File: config.mk
export PLATFORM = sky130hd
export DESIGN_NAME = pipelined_binary_adder
export DESIGN_NICKNAME = d
export VERILOG_FILES = /design/src/rtl/pipelined_binary_adder.sv
export SDC_FILE = /design/constraint.sdc
export NUM_CORES = 1
export LEC_CHECK = 0
export BUFFER_PORTS_ARGS = -buffer_cell sky130_fd_sc_hd__buf_2
export CAP_MARGIN = 20
export CORE_UTILIZATION = 45
export CTS_CLUSTER_DIAMETER = 60
export DETAILED_ROUTE_END_ITERATION = 10
export GPL_ROUTABILITY_DRIVEN = 0
export PLACE_DENSITY = 0.67
export SETUP_SLACK_MARGIN = 0.2
export SLEW_MARGIN = 20
export SYNTH_ARGS = -nofsm -noshare
export SYNTH_HDL_FRONTEND = slang
export SYNTH_SLANG_ARGS = --single-unit
File: constraint.sdc
create_clock -name clk -period 3.5 [get_ports clk]
set_clock_uncertainty 0.1 [all_clocks]
set_input_delay 0.35 -clock clk [delete_from_list [all_inputs] [get_ports clk]]
set_output_delay 0.35 -clock clk [all_outputs]
set_load 0.01 [all_outputs]
File: src/rtl/pipelined_binary_adder.sv
// -----------------------------------------------------------------------------
// pipelined_binary_adder
//   WIDTH-bit adder computing a + b + cin. The carry chain is cut into
//   CHUNK-bit slices, and each slice has its own register stage, so latency is
//   STAGES = WIDTH/CHUNK cycles. The bench sees one result per cycle.
//   Valid/ready handshakes sit on the input and the output. A stall at the
//   output freezes every stage at once, so the stall is global.
//
// Optional feature macro: OVERFLOW_FLAG_EN
//   When defined, this macro adds the ovf port. ovf is the two's-complement
//   overflow flag and is timed with sum.
//
// Ports
//   clk        in   1      rising-edge clock
//   rst        in   1      asynchronous active-high reset
//   in_valid   in   1      a/b/cin valid
//   in_ready   out  1      block can accept (combinational from out_ready)
//   a, b       in   WIDTH  operands
//   cin        in   1      carry into bit 0
//   out_valid  out  1      sum/cout valid
//   out_ready  in   1      sink accepts
//   sum        out  WIDTH  (a+b+cin) mod 2^WIDTH
//   cout       out  1      carry out of bit WIDTH-1
//   ovf        out  1      signed overflow (OVERFLOW_FLAG_EN only)
// -----------------------------------------------------------------------------
module pipelined_binary_adder #(
  parameter int unsigned WIDTH = 16,
  parameter int unsigned CHUNK = 4
) (
  input  logic             clk,
  input  logic             rst,
  input  logic             in_valid,
  output logic             in_ready,
  input  logic [WIDTH-1:0] a,
  input  logic [WIDTH-1:0] b,
  input  logic             cin,
  output logic             out_valid,
  input  logic             out_ready,
  output logic [WIDTH-1:0] sum,
  output logic             cout
`ifdef OVERFLOW_FLAG_EN
  ,
  output logic             ovf
`endif
);

  localparam int unsigned STAGES = WIDTH / CHUNK;
  localparam int unsigned LAST   = STAGES - 1;
  localparam int unsigned SW     = CHUNK + 1;

  // Per-stage pipeline registers. Each stage keeps the upper operand bits
  // still to be added, the sum bits produced so far, and the carry.
  logic [STAGES-1:0] r_vld;
  logic [STAGES-1:0] r_c;
  logic [WIDTH-1:0]  r_a [STAGES];
  logic [WIDTH-1:0]  r_b [STAGES];
  logic [WIDTH-1:0]  r_s [STAGES];

  // Stage inputs and next values.
  logic [WIDTH-1:0]  w_a_src [STAGES];
  logic [WIDTH-1:0]  w_b_src [STAGES];
  logic [WIDTH-1:0]  w_s_src [STAGES];
  logic [WIDTH-1:0]  w_s_nxt [STAGES];
  logic [SW-1:0]     w_slice [STAGES];
  logic [STAGES-1:0] w_c_src;
  logic [STAGES-1:0] w_c_nxt;
  logic              w_advance;

`ifdef OVERFLOW_FLAG_EN
  logic              r_ovf;
`endif

  // Global stall: everything moves only when the output slot frees up.
  assign w_advance = !r_vld[LAST] || out_ready;
  assign in_ready  = w_advance;

  // One CHUNK-bit slice addition per stage; stage 0 is fed from the ports.
  always_comb begin
    w_a_src[0] = a;
    w_b_src[0] = b;
    w_s_src[0] = '0;
    w_c_src[0] = cin;
    for (int unsigned k = 1; k < STAGES; k++) begin
      w_a_src[k] = r_a[k-1];
      w_b_src[k] = r_b[k-1];
      w_s_src[k] = r_s[k-1];
      w_c_src[k] = r_c[k-1];
    end
    for (int unsigned k = 0; k < STAGES; k++) begin
      w_slice[k] = SW'(w_a_src[k][k*CHUNK +: CHUNK])
                 + SW'(w_b_src[k][k*CHUNK +: CHUNK])
                 + SW'(w_c_src[k]);
      w_s_nxt[k] = w_s_src[k];
      w_s_nxt[k][k*CHUNK +: CHUNK] = w_slice[k][CHUNK-1:0];
      w_c_nxt[k] = w_slice[k][CHUNK];
    end
  end

  // Pipeline registers. Stage-0 data is loaded only on accepted cycles.
  // Bubble data in later stages is don't-care.
  always_ff @(posedge clk or posedge rst) begin
    if (rst) begin
      r_vld <= '0;
      r_c   <= '0;
      for (int unsigned k = 0; k < STAGES; k++) begin
        r_a[k] <= '0;
        r_b[k] <= '0;
        r_s[k] <= '0;
      end
`ifdef OVERFLOW_FLAG_EN
      r_ovf <= 1'b0;
`endif
    end else if (w_advance) begin
      r_vld[0] <= in_valid;
      for (int unsigned k = 1; k < STAGES; k++) begin
        r_vld[k] <= r_vld[k-1];
      end
      for (int unsigned k = 0; k < STAGES; k++) begin
        if (k != 0 || in_valid) begin
          r_s[k] <= w_s_nxt[k];
          r_c[k] <= w_c_nxt[k];
          // The last stage has no further slices, so it drops its operands.
          if (k < LAST) begin
            r_a[k] <= w_a_src[k];
            r_b[k] <= w_b_src[k];
          end
        end
      end
`ifdef OVERFLOW_FLAG_EN
      // Overflow means both operand signs match and differ from the final sign bit.
      r_ovf <= (w_a_src[LAST][WIDTH-1] == w_b_src[LAST][WIDTH-1])
            && (w_s_nxt[LAST][WIDTH-1] != w_a_src[LAST][WIDTH-1]);
`endif
    end
  end

  assign sum       = r_s[LAST];
  assign cout      = r_c[LAST];
  assign out_valid = r_vld[LAST];
`ifdef OVERFLOW_FLAG_EN
  assign ovf       = r_ovf;
`endif

endmodule

==> flow_metrics.tcl, run 1 <==
set metrics [dict create \
    critPathSlowestCell "inv_2" \
    insertion_delay_ps 360 \
    postCtsSetupBuffers 0 \
    ys.flop_type "dfrtp_1" \
    hold-worst-slack_ps 109.0 \
    grt_max_degree 68 \
    path_class "reg2out" \
    dr.pass1.iters 4 \
    synth_area_mm2 0.004279 \
    drc_errors 0 \
    grt_overflow 0 \
    layout_commonest_cell "nand2_1" \
    dieArea_mm2 0.009903 \
    critPathRequiredTime_ps 3050 \
    fmax_mhz 432.9 \
    drive_above_1_share_pct 21.81 \
    finalWorstSetupSlack_ps 1190 \
    status "finished clean" \
    finalNetCount 515 \
    synth_top_area_cell "dfrtp_1" \
    wl_um 7058 \
    timing.critical_path.buf_inv 2 \
    syn_nets 477 \
    synthArstFlopShare_pct 100.0 \
    drtAntennaViolNets 0 \
    viasPerCell 4.677 \
    finalSetupViolations 0 \
    cts_hold_buf 1 \
    post-route-period-util_pct 66.00 \
    ir_worst_vdd_mv 0.2474 \
    critPathLaunchType "flip-flop" \
    crit_chain "nor2b_4 -> inv_2 -> buf_2" \
    cts_inserted_buffers 9 \
    rsz0062_at_grt "no" \
    core_mm2 0.009240 \
    synth.ff_latch_count 96 \
    hold_class "in2reg" \
    synth_cell_types 30 \
    cts_sinks 96 \
    tritoncts "built" \
    antenna_cells 0 \
    tightest_slew_ps 999.0 \
    post_synth.cell_area_avg_um2 10.19 \
    grt_pass1_wl_um 12540 \
    synthCells 420 \
    yosysTopAreaCellShare_pct 56.14 \
    worstPathArrival_ps 1860 \
    cap_violations 0 \
    mostFrequentLayoutCells "nand2_1 (163), dfrtp_1 (96), buf_2 (55)" \
    antenna_found_initial 0 \
    htree_levels 3 \
    dp_hpwl_um 4859 \
    rows 35 \
    power_leakage_nw 2.435 \
    start_util_pct 46.31 \
    root_buffer "clkbuf_8" \
    critPathCaptureType "primary output" \
    synthTopCellsByArea "dfrtp_1 (56%), nand2_1 (14%), mux2_2 (5.8%)" \
    io_pins 56 \
    drt_iter0_markers 139 \
    ys_warn_count 0 \
    die_x_um 99.52 \
    relSlewSlack_pct 33.30 \
    fp.dieH_um 99.52 \
    area_growth_pct 10.50 \
    worstPathMaxFanout 63 \
    path_delay_family "buffers and inverters" \
    dp_slack_ps 1376 \
    critPathMaxStageDelay_ps 710 \
    setup_tns_ps 0 \
    cts_resized 0 \
    ys_seq_area_share_pct 56.14 \
    first_global_vias 2678 \
    hold_viol_final 0 \
    clkTransAtPathRegs_ps 100 \
    power_mw 3.927 \
    power.density_mw_per_mm2 830.5 \
    vias 2769 \
    finalCriticalPeriod_ps 2310 \
    grtUsageTotal_pct 16.11 \
    synth-edff-count 0 \
    slew_viol_final 0 \
    wl_per_cell_um 11.92 \
    portBuffers 55 \
    cts_buffer_depth 2 \
]
==> routing by layer <==
metal  vias to the layer above  GRT usage, %  wire, µm
li1                       1404             -         -
met1                      1299         24.89      3800
met2                        55         22.22      2940
met3                        11         2.530       184
met4                         0         7.466       132
met5                         -             0         0
==> path summary, 6_finish.rpt <==
kind	depth (start not counted)	start	end	slack, ps
worst max-delay path	3	r_vld[3]	in_ready	1190
max in group asynchronous	4	rst	r_a[28]	2070
min in group asynchronous	3	rst	r_s[38]	490
worst min-delay path	2	b[11]	r_b[59]	110
worst min register to register	2	sum[13]	sum[13]	370
worst max register to register	4	r_vld[3]	r_a[52]	1410
==> where the power goes <==
group          internal [mW]  switching, mW  leakage [nW]
Sequential              1.59          0.261          1.15
Clock                  0.273          0.405        0.0927
Combinational          0.611          0.785          1.19
==> cell families (layout without fill, tap and decap cells) <==
group                      count (synthesis)  count (layout)  share of synthesized area [%]
buffers and inverters                     51              94                          6.637
DFF                                       96              96                          56.14
xor gates and xnor gates                   3               3                         0.6141
adders and majority gates                 20              20                          7.251
muxes                                     26              26                          6.754
and+or+nand+nor                          191             191                          18.16
AOI/OAI and AO/OA                         33              33                          4.445
==> state kept, by name, summed over array words and instances, names as in the netlist <==
signal / flops
r_b: 24
r_s: 24
r_c: 4
r_a: 24
r_vld: 4
sum: 16
==> Yosys cell counts (6+ instances only) <==
cell,count
fa_1,8
nand3_1,6
inv_1,18
buf_4,16
o21ai_0,14
nor2_1,8
clkbuf_1,6
mux2_2,22
buf_2,8
nand2_1,163
nor2b_1,6
ha_1,12
a21oi_1,11
dfrtp_1,96
==> through the flow <==
stage / util [%] / area [µm²] / cells
6_report: 51.17 / 4728 / 592
3_3_place_gp: 49.05 / 4532 / 575
4_1_cts: 51.17 / 4728 / 592
2_1_floorplan: - / 4279 / 420
5_1_grt: 51.17 / 4728 / 592
3_5_place_dp: 49.05 / 4532 / 575
==> final cells by class <==
cell class	count	area (µm²)
clock buffers	9	123.9
clock inverters	7	62.56
fillers	884	4512
inverters	18	70.07
multi-input cells	273	1593
flip-flops and latches	96	2402
well taps	129	161.4
repair buffers	60	315.3
Power figures use the tool's default switching activity.
==> run 2: changes to the inputs <==
--- a/config.mk
+++ b/config.mk
@@ -11,7 +11,7 @@
 export CTS_CLUSTER_DIAMETER = 60
 export DETAILED_ROUTE_END_ITERATION = 10
 export GPL_ROUTABILITY_DRIVEN = 0
-export PLACE_DENSITY = 0.67
+export PLACE_DENSITY = 0.69
 export SETUP_SLACK_MARGIN = 0.2
 export SLEW_MARGIN = 20
 export SYNTH_ARGS = -nofsm -noshare
==> constraint.sdc (replaced) <==
create_clock -name clk -period 2 [get_ports clk]
set_clock_uncertainty 0.1 [all_clocks]
set_input_delay 0.2 -clock clk [delete_from_list [all_inputs] [get_ports clk]]
set_output_delay 0.2 -clock clk [all_outputs]
set_load 0.01 [all_outputs]
==> run 2 against run 1 <==
Against the previous run: sequential power grew 76%; final area grew 8.3%; utilization grew 4.2 points; first-iteration DRC count shrank 36%; hold slack lost 93 ps; non-clock buffer count grew 30; wire length grew 1.5%; largest cell class unchanged; largest power group unchanged; flip-flop and latch count is the same; highest routed layer unchanged; clock power grew 120%; global-route usage is essentially flat; total power grew 87%; count of clock-buffer cells in the layout grew 2.
==> flow_metrics.tcl, run 2 (same netlist as run 1, synthesis figures left out) <==
set metrics [dict create \
    root_buffer "clkbuf_8" \
    critPathLaunchType "flip-flop" \
    critPathMaxStageDelay_ps 420 \
    hold_class "in2reg" \
    status "finished clean" \
    timing.critical_path.buf_inv 0 \
    wl_um 7162 \
    clkTransAtPathRegs_ps 90 \
    worstPathArrival_ps 1900 \
    path_delay_family "adder cells" \
    insertion_delay_ps 350 \
    start_util_pct 46.31 \
    drive_above_1_share_pct 22.31 \
    mostFrequentLayoutCells "nand2_1 (163), dfrtp_1 (96), buf_2 (55)" \
    first_global_vias 2865 \
    relSlewSlack_pct 67.28 \
    critPathRequiredTime_ps 2130 \
    pwr-share-clk_pct 19.9 \
    vias 2862 \
    drt_iter0_markers 89 \
    dr.pass1.iters 4 \
    grtUsageTotal_pct 16.15 \
    finalSetupViolations 0 \
    drc_errors 0 \
    htree_levels 3 \
    cap_violations 0 \
    grt_max_degree 97 \
    drtAntennaViolNets 0 \
    grt_overflow 0 \
    globalRouteMet1Util_pct 20.52 \
    fmax_mhz 565.3 \
    cts_inserted_buffers 9 \
    hold-worst-slack_ps 15.96 \
    power_leakage_nw 2.598 \
    tightest_slew_ps 490.7 \
    dp_hpwl_um 4996 \
    cpMostUsedCell "fa_2" \
    viasPerCell 4.601 \
    crit_chain "fa_2 -> fa_2 -> a21o_1 -> a21oi_2 -> a21oi_1" \
    p_comb_share_pct 35.7 \
    worstPathMaxFanout 2 \
    ir_worst_vdd_mv 0.5790 \
    setup_tns_ps 0 \
    rows 35 \
    hold_viol_final 0 \
    p_sw_share_pct 34.04 \
    tritoncts "built" \
    slew_viol_final 0 \
    io_pins 56 \
    critPathSlowestCell "fa_2" \
    power.density_mw_per_mm2 1434 \
    fp.dieH_um 99.52 \
    core_mm2 0.009240 \
    power.internal_mw 4.841 \
    antenna_cells 0 \
    path_class "reg2reg" \
    fillers 828 \
    area_growth_pct 19.62 \
    cts_sinks 96 \
    portBuffers 55 \
    dieArea_mm2 0.009903 \
    use_met3_pct 3.725 \
    grtUsageMet2_pct 26.76 \
    finalNetCount 545 \
    antenna_found_initial 0 \
    cts_buffer_depth 2 \
    layout_commonest_cell "nand2_1" \
    p_seq_share_pct 44.4 \
    p_sw_mw 2.499 \
    die_x_um 99.52 \
    rsz0062_at_grt "yes" \
    post-route-period-util_pct 88.44 \
    wl_per_cell_um 11.51 \
    largest_registers "r_a (24), r_b (24), r_s (24)" \
    finalCriticalPeriod_ps 1769 \
    critPathCaptureType "flip-flop" \
    top_usage_layer "met2" \
    power_mw 7.339 \
    grt_pass1_wl_um 12590 \
]
run 2: changes by cell type in the layout (fill, tap and decap cells not counted), sizes merged:
cell,delta
inv,-5
bufinv,+3
clkbuf,+2
clkinvlp,+2
buf,+8
dlygate4sd3,+22
clkinv,-2
run 2: power by group through the flow:
stage / sequential (mW) / clock, mW / combinational, mW
after floorplan: 3.18 / 0 / 2.08
after global placement: 3.27 / 0 / 2.42
after detailed placement: 3.30 / 0 / 2.54
after CTS: 3.26 / 1.50 / 2.61
after global routing: 3.37 / 1.57 / 3.03
final: 3.26 / 1.46 / 2.62
run 2: layer usage:
metal / routed length (µm) / vias up
met2: 3261 / 52
li1: - / 1459
met5: 0 / -
met4: 84 / 0
met1: 3500 / 1343
met3: 316 / 8
run 2: what timing repair did:
| action | 4_1_cts | 5_1_grt |
|---|---|---|
| endpoints found under the hold margin | 118 | 0 |
| pin swaps | 4 | 3 |
| setup buffers | 1 | 3 |
| hold buffers | 23 | 0 |
| endpoints found under the setup margin | 1 | 3 |
| resized for setup | 1 | 2 |
run 2: area by class of cell:
class / instances / area [µm²] / area share (%)
clock buffers: 11 / 131.4 / 2.567
clock inverters: 5 / 105.1 / 2.053
inverters: 18 / 71.32 / 1.393
multi-input cells: 273 / 1602 / 31.29
flip-flops and latches: 96 / 2402 / 46.93
well taps: 129 / 161.4 / 3.153
repair buffers: 90 / 645.6 / 12.61
run 2: final timing paths:
kind | startpoint | depth (start not counted) | slack (ps) | endpoint
max reg2reg | r_c[2] | 5 | 230 | r_c[3]
min reg2reg | sum[7] | 2 | 360 | sum[7]
max | r_c[2] | 5 | 230 | r_c[3]
max in group asynchronous | rst | 4 | 1000 | r_a[43]
min in group asynchronous | rst | 4 | 420 | sum[3]
min | b[5] | 3 | 20 | r_b[53]
run 2: tightest hold or removal path: cells and delay by family:
family | cells | cell delay [ps]
AOI/OAI and AO/OA | 1 | 80
buffers and inverters | 1 | 70
and+or+nand+nor | 1 | 70
run 2: through the flow:
step	worst slack, ps	cells	utilization, %	cell area (µm²)
4_1_cts	201.6	619	55.11	5092
3_3_place_gp	170.3	579	49.95	4616
5_1_grt	180.3	622	55.40	5119
6_report	231.1	622	55.40	5119
3_5_place_dp	141.3	579	49.95	4616
2_1_floorplan	207.7	420	-	4285
